--- src/rtl/sid_voice_sched.sv ---
// sid_voice_sched: time-multiplexes the shared voice datapath over both SIDs' slots; optional SID_VOICE_SCHED_MUTE_EN adds per-slot mute
module sid_voice_sched #(
  parameter int NUM_SLOTS = 6,
  parameter int LAT       = 1,
  parameter int SLOT_W    = 3
) (
  input  logic                      clk,
  input  logic                      rst_n,
  input  logic                      tick_i,
  input  logic                      model0_i,
  input  logic                      model1_i,
  output logic                      active_o,
  output logic [SLOT_W-1:0]         slot_o,
  output logic                      model_o,
  input  logic [21:0]               voice_res_i,
  input  logic [7:0]                osc_i,
`ifdef SID_VOICE_SCHED_MUTE_EN
  input  logic [NUM_SLOTS-1:0]      mute_i,
`endif
  output logic [22*NUM_SLOTS-1:0]   voices_o,
  output logic [15:0]               osc3_o,
  output logic                      valid_o,
  output logic                      busy_o,
  output logic                      overrun_o,
  input  logic                      overrun_clr_i
);
  localparam int DW = (LAT > 1) ? $clog2(LAT) : 1;
  localparam logic [SLOT_W-1:0] LAST = SLOT_W'(NUM_SLOTS - 1);
  localparam logic [SLOT_W-1:0] MID  = SLOT_W'(NUM_SLOTS / 2 - 1);
  typedef enum logic [1:0] {IDLE, ISSUE, DRAIN} state_e;
  state_e                   state_q, state_d;
  logic [SLOT_W-1:0]        slot_q, slot_d;
  logic [DW-1:0]            dcnt_q, dcnt_d;
  logic                     active_q, active_d;
  logic                     valid_q, valid_d;
  logic                     ovr_q, ovr_d;
  logic [LAT-1:0]           pv_q, pv_d;
  logic [SLOT_W-1:0]        ps_q [LAT];
  logic [SLOT_W-1:0]        ps_d [LAT];
  logic [21:0]              shadow_q [NUM_SLOTS];
  logic [21:0]              shadow_d [NUM_SLOTS];
  logic [7:0]               osc_lo_q, osc_lo_d, osc_hi_q, osc_hi_d;
  logic [22*NUM_SLOTS-1:0]  voices_q, voices_d;
  logic [15:0]              osc3_q, osc3_d;
  logic [SLOT_W-1:0]        cs;
  assign active_o  = active_q;
  assign slot_o    = slot_q;
  assign model_o   = (slot_q <= MID) ? model0_i : model1_i;
  assign voices_o  = voices_q;
  assign osc3_o    = osc3_q;
  assign valid_o   = valid_q;
  assign busy_o    = state_q != IDLE;
  assign overrun_o = ovr_q;
  assign cs        = ps_q[LAT-1];
  // next-state: round sequencing, capture pipe, shadow bank and atomic publish
  always_comb begin
    state_d  = state_q;
    slot_d   = slot_q;
    dcnt_d   = dcnt_q;
    active_d = 1'b0;
    valid_d  = 1'b0;
    ovr_d    = (tick_i && state_q != IDLE) ? 1'b1 : overrun_clr_i ? 1'b0 : ovr_q;
    pv_d     = pv_q;
    ps_d     = ps_q;
    pv_d[0]  = active_q;
    ps_d[0]  = slot_q;
    for (int i = 1; i < LAT; i++) begin
      pv_d[i] = pv_q[i-1];
      ps_d[i] = ps_q[i-1];
    end
    shadow_d = shadow_q;
    osc_lo_d = osc_lo_q;
    osc_hi_d = osc_hi_q;
    if (pv_q[LAT-1]) begin
`ifdef SID_VOICE_SCHED_MUTE_EN
      shadow_d[cs] = mute_i[cs] ? 22'd0 : voice_res_i;
`else
      shadow_d[cs] = voice_res_i;
`endif
      osc_lo_d = (cs == MID)  ? osc_i : osc_lo_q;
      osc_hi_d = (cs == LAST) ? osc_i : osc_hi_q;
    end
    unique case (state_q)
      IDLE: if (tick_i) begin
        state_d  = ISSUE;
        slot_d   = '0;
        active_d = 1'b1;
      end
      ISSUE: if (slot_q == LAST) begin
        state_d = DRAIN;
        dcnt_d  = '0;
      end else begin
        slot_d   = slot_q + 1'b1;
        active_d = 1'b1;
      end
      DRAIN: if (dcnt_q == DW'(LAT - 1)) begin
        state_d = IDLE;
        valid_d = 1'b1;
      end else begin
        dcnt_d = dcnt_q + 1'b1;
      end
      default: state_d = IDLE;
    endcase
    voices_d = voices_q;
    if (valid_d)
      for (int k = 0; k < NUM_SLOTS; k++) voices_d[22*k +: 22] = shadow_d[k];
    osc3_d = valid_d ? {osc_hi_d, osc_lo_d} : osc3_q;
  end
  // state and output registers, all cleared on async reset
  always_ff @(posedge clk or negedge rst_n) begin
    if (!rst_n) begin
      state_q  <= IDLE;
      slot_q   <= '0;
      dcnt_q   <= '0;
      active_q <= 1'b0;
      valid_q  <= 1'b0;
      ovr_q    <= 1'b0;
      pv_q     <= '0;
      for (int i = 0; i < LAT; i++) ps_q[i] <= '0;
      for (int k = 0; k < NUM_SLOTS; k++) shadow_q[k] <= '0;
      osc_lo_q <= '0;
      osc_hi_q <= '0;
      voices_q <= '0;
      osc3_q   <= '0;
    end else begin
      state_q  <= state_d;
      slot_q   <= slot_d;
      dcnt_q   <= dcnt_d;
      active_q <= active_d;
      valid_q  <= valid_d;
      ovr_q    <= ovr_d;
      pv_q     <= pv_d;
      ps_q     <= ps_d;
      shadow_q <= shadow_d;
      osc_lo_q <= osc_lo_d;
      osc_hi_q <= osc_hi_d;
      voices_q <= voices_d;
      osc3_q   <= osc3_d;
    end
  end
endmodule

--- config.mk ---
export PLATFORM = sky130hd
export DESIGN_NAME = sid_voice_sched
export DESIGN_NICKNAME = d
export VERILOG_FILES = /design/src/rtl/sid_voice_sched.sv
export SDC_FILE = /design/constraint.sdc
export NUM_CORES = 1
export LEC_CHECK = 0
export ABC_AREA = 1
export CORE_MARGIN = 1.5
export CORE_UTILIZATION = 30
export CTS_CLUSTER_SIZE = 30
export DETAILED_ROUTE_END_ITERATION = 8
export GPL_ROUTABILITY_DRIVEN = 0
export SLEW_MARGIN = 20
export SYNTH_ARGS = -nofsm -noshare
export SYNTH_HDL_FRONTEND = slang
export SYNTH_SLANG_ARGS = --single-unit
export TNS_END_PERCENT = 30
--- constraint.sdc ---
create_clock -name clk -period 3.1 [get_ports clk]
set_input_delay 0.93 -clock clk [delete_from_list [all_inputs] [get_ports clk]]
set_output_delay 0.93 -clock clk [all_outputs]
set_load 0.05 [all_outputs]
After elaboration in Yosys (flattened, before gate mapping)
Cells that the tools add are included.
{ "word_totals": {"ff_bits": 309, "out_inout_bits": 156, "wordCells": 69} }
{ "op_classes": {"add_sub_neg": 2, "order_cmp": 3, "n_eq_ne": 9, "mux": 26, "bitwise_logic": 1, "reduce_logical": 10} }
{ "ops": {"columns": ["operator", "n"], "rows": [
  ["$bwmux 132", 1],
  ["$mux 132", 1],
  ["$demux 22 s3", 1],
  ["$mux 8", 4],
  ["$mux 22", 1],
  ["$mux 1", 9],
  ["$ne 2x2->1 const B", 4],
  ["$reduce_bool 2->1", 4],
  ["$eq 3x3->1 const B", 2],
  ["$mux 2", 3],
  ["$mux 3", 2],
  ["$pmux 2 s3", 1],
  ["$pmux 3 s2", 1],
  ["$reduce_and 3->1", 2],
  ["$ge 4x4->1 const B", 1],
  ["$lt 4x1->1 const B", 1],
  ["$not 3->4", 1],
  ["$pmux 1 s2", 2],
  ["$add 3x1->3 const B", 1],
  ["$eq 3x2->1 const B", 1],
  ["$le 3x2->1 const B", 1],
  ["$eq 2x1->1 const B", 1],
  ["$eq 2x2->1 const B", 1],
  ["$logic_and 1x1->1", 2],
  ["3 further kinds", 3]
]} }

Depth between registers and ports, before layout
Gate-level depths: netlist (run 1).
{ "logic_depth": {"depth_word": 7, "ltp_mapped": 7, "mapped_depth_nobuf": 7} }

Worst setup path before layout (run 1)
OpenSTA, ideal clock, no wires.
{ "synth_path": {"kind": "register -> output", "from": "register slot_q[1] (netlist: slot_o[1])", "to": "output model_o", "arrival_ps": 2066, "required_ps": 2170, "path_slack_ps": 104, "path_stages_with_launch": 4, "path_buffers": 0, "path_cell_list": "dfrtp_1 > ha_1 > o21bai_1 > o21ai_0"} }
{ "synth_via": {"elab_chain_cells": 2} }
{ "synth_rtl": {"columns": ["element", "line_no", "text"], "rows": [
  ["start, declared", "32", "logic [SLOT_W-1:0] slot_q, slot_d;"],
  ["start signal, assigned", "127", "slot_q <= slot_d;"],
  ["$le 3x2->1", "48", "assign model_o = (slot_q <= MID) ? model0_i : model1_i;"],
  ["$mux 1", "48", null],
  ["end, declared", "14", "output logic model_o,"]
]} }
Every way passes these cells.

Final worst setup path (run 1)
{ "layout_path": {"from": "input model0_i", "to": "output model_o"} }
{ "layout_via": {"elab_chain_cells": 1} }
{ "layout_rtl": {"columns": ["element", "line_no", "text"], "rows": [
  ["start, declared", "10", "input logic model0_i,"],
  ["$mux 1", "48", null]
]} }
Every way passes these cells.

==> results of run 1 <==
[final cells by class]
cell class	instances	area, sq um
clock buffer	48	1027
clock inverter	14	161.4
fill	4308	26150
inverter	189	711.9
multi-input combinational	924	4292
sequential	308	7707
tap	585	732.0
timing repair buffer	217	2197
[sequential cells by signal, summed over array words and instances, names as in the netlist]
name / flops
state_q: 2
slot_o: 3
osc3_o: 16
osc_lo_q: 8
pv_q: 1
osc_hi_q: 8
cs: 3
active_o: 1
overrun_o: 1
voices_o: 132
valid_o: 1
shadow_q: 132
[power by group through the flow]
stage / combinational [mW] / clock [mW] / sequential [mW]
2_1_floorplan: 3.64 / 0 / 10.1
3_3_place_gp: 10.0 / 0 / 6.98
3_5_place_dp: 10.1 / 0 / 7.01
4_1_cts: 10.2 / 4.40 / 6.97
5_1_grt: 11.0 / 4.55 / 7.15
6_report: 10.1 / 4.30 / 6.94
[per-layer routing]
metal / track usage [%] / vias to the layer above / share of wire [%]
li1: - / 4966 / -
met1: 23.96 / 4989 / 46
met2: 28.77 / 251 / 47
met3: 3.367 / 51 / 5.2
met4: 5.394 / 0 / 2.3
met5: 0 / - / 0
[worst paths after layout]
check	slack, ns	cells past startpoint	endpoint	start
worst min-delay path	0.38	1	voices_o[59]	rst_n
max in group asynchronous	1.87	2	shadow_q[29]	rst_n
worst max register to register	0.85	6	voices_o[30]	cs[2]
worst min register to register	0.39	0	pv_q	active_o
min in group clk	0.39	0	pv_q	active_o
worst max-delay path	0.26	4	model_o	model0_i
[synth_stat cells (all sizes together)]
| cell type | count | area [sq um] |
|---|---|---|
| and2 | 148 | 925.9 |
| buf | 57 | 285.3 |
| clkbuf | 19 | 71.32 |
| dfrtp | 308 | 7707 |
| ha | 3 | 37.54 |
| inv | 189 | 709.4 |
| nand2 | 460 | 1727 |
| nand3 | 299 | 1496 |
| nor2 | 8 | 50.04 |
| o21ai | 3 | 15.01 |
| o21bai | 1 | 7.510 |
| o22ai | 1 | 6.260 |
| xnor2 | 1 | 8.760 |
[through the flow]
| step | worst slack [ns] | instance area, sq um | hold slack (ns) |
|---|---|---|---|
| floorplan | 0.1044 | 13050 | 0.5153 |
| global placement | 0.2355 | 15640 | 0.3972 |
| detailed placement | 0.2685 | 15640 | 0.3732 |
| CTS | 0.2119 | 16830 | 0.3687 |
| global route | 0.1599 | 16830 | 0.4030 |
| finish | 0.2601 | 16830 | 0.3816 |
[worst max-delay path: stages]
cell                              delay [ns]
sky130_fd_sc_hd__clkdlybuf4s50_1        0.46
sky130_fd_sc_hd__inv_1                  0.03
sky130_fd_sc_hd__o21ai_0                0.30
sky130_fd_sc_hd__buf_12                 0.19
[cell families (layout without fill, tap and decap cells)]
logic type	Yosys count	in the layout	share of synthesized area [%]
adder cells (fa/ha/maj)	3	3	0.2877
AO/OA/AOI/OAI	5	5	0.2206
buffers and inverters	265	468	8.170
AND/OR/NAND/NOR	915	915	32.18
flip-flops	308	308	59.07
XOR/XNOR	1	1	0.06714
==> results.txt, run 1 <==
The flow ran to the end, and the final reports show no timing, DRC or antenna violations. Once the clock tree was built, the resizer swapped 0 gates to a different size. The count of endpoints failing setup in the final report is 0. The count of endpoints failing hold in the final timing report came out at 0. The via count normalized by instance count is 4.489. The HPWL after detailed placement came out at 24020 um. The clock period could shrink to 2.840 ns.

In this run the worst hold path is classified as in2async. The cell area power density is 1270 mW/mm^2. The net switching fraction of the power came out at 44.35%.

The netlist area before placement came out at 0.01305 sq mm. The arrival time reported for the critical path endpoint came out at 1.91 ns. Post-CTS timing repair inserted 0 buffers for setup. The clock share of power is 20.1%. The via count of the first global-routing pass was 10310. The total leakage power is 8.407 nW.

The number of antenna cells inserted came out at 0. The global-route wire length before repair came out at 60400 um. The overall power after layout is 21.37 mW. Measured against its own limit, the worst slew margin works out to 33.08%. The cell count after synthesis came out at 1497. The total number of vias is 10260. In the layout the commonest cells are sky130_fd_sc_hd__nand2_1 (460), sky130_fd_sc_hd__dfrtp_1 (308), sky130_fd_sc_hd__nand3_1 (299), sky130_fd_sc_hd__clkdlybuf4s50_1 (189), sky130_fd_sc_hd__inv_1 (186).

The first detailed-routing pass took 5 iterations. STA classifies the critical path endpoint as an output port. The initial standard-cell utilization of the core came out at 30.36%. The share of synthesized area occupied by flip-flops and latches is approximately three fifths.

The final total negative setup slack came out at 0 ns. The Yosys warning count came out at 0. The number of different library cells in the post-synthesis netlist is 16. The overall fraction of global-route tracks in use came out at 17.72%. TritonCTS built the clock tree.

The largest net degree at the start of global routing is 150. The vertical extent of the die is ~210 um. Clock-pin slew was measured on the worst setup and hold paths at 0.06 ns. The violation count after the first detailed-route iteration came out at 785. After detailed routing, the number of remaining DRC violations is 0. The internal portion of the total power is approximately 12 mW. The mean routed wirelength per cell is 16.88 um. Counting the buffers created by CTS gives 36. Leaving out fill and tap cells, the most frequent cell in the layout is sky130_fd_sc_hd__nand2_1. Summed over all layers, the global routing overflow is 0.

The number of buffers on the longest clock path came out at 3. Data on the critical path is required at its endpoint by about 2.2 ns. The worst vdd rail ir drop is between 0.7 and 0.8 mV. The synthesis-to-finish area growth came out at 28.98%.

Across the routed clock network, the largest skew measured is 0.01492 ns. The final antenna-violating net count came out at 0. The count of boundary I/O pins is 192. The number of nets produced by synthesis came out at 1536.

The clock tree synthesis step divided the H-tree into 2 levels. The worst setup path is launched from an input pin. The proportion of power drawn by combinational gates came out at 47.4%. In the finished design, the share of the clock period the worst path needs comes to 91.61%.

In the final layout, the share of cells above drive strength 1 is 5.471%. Setup repair after global routing left no endpoint under its margin. The area of the die is 0.04475 sq mm. Cells fill 39.15% of the core in the end.

In this run the horizontal extent of the chip is around 210 um. For the pin with the worst max-slew slack, the measured transition is between 1 and 1.5 ns. The root buffer cell chosen for the clock tree is sky130_fd_sc_hd__clkbuf_16. The post-layout instance count excluding filler cells is 2285. The number of buffers added to fix hold violations after cts is 0. The worst-skew pair later-pin latency came out at ~0.54 ns. The total wirelength of the detailed-routed design is 38580 um. The number of antenna violations at the first check in global routing is 0.

The core outline area is 0.04298 sq mm. The number of input and output port buffers inserted is 191. The number of cell rows came out at 76. The setup path with the least slack is of type in2out. The count of nets after finishing is 1715. Based on the critical path, the design can be clocked at up to 352.1 MHz.

The critical-path maximum fanout is 1. The number of max-capacitance violations reported came out at 0. The flip-flop and latch count after synthesis is ~310.

The max-slew violation count is 0. The sequential share of power is 32.5%. The synthesized area divided by synthesized cell count came out at a little under 9 sq um. Clock tree synthesis found a total of 308 sinks.

The number of cells after detailed placement is ~2200. The reported net switching power came out at 9.478 mW.
Note: power is estimated with default switching activity, not from simulation.
==> run 2, diff against run 1 <==
Settings changed: HOLD_SLACK_MARGIN from default to 0.02.
==> results of run 2 <==
No change in the layout: final DEF, timing and power equal those of run 1.
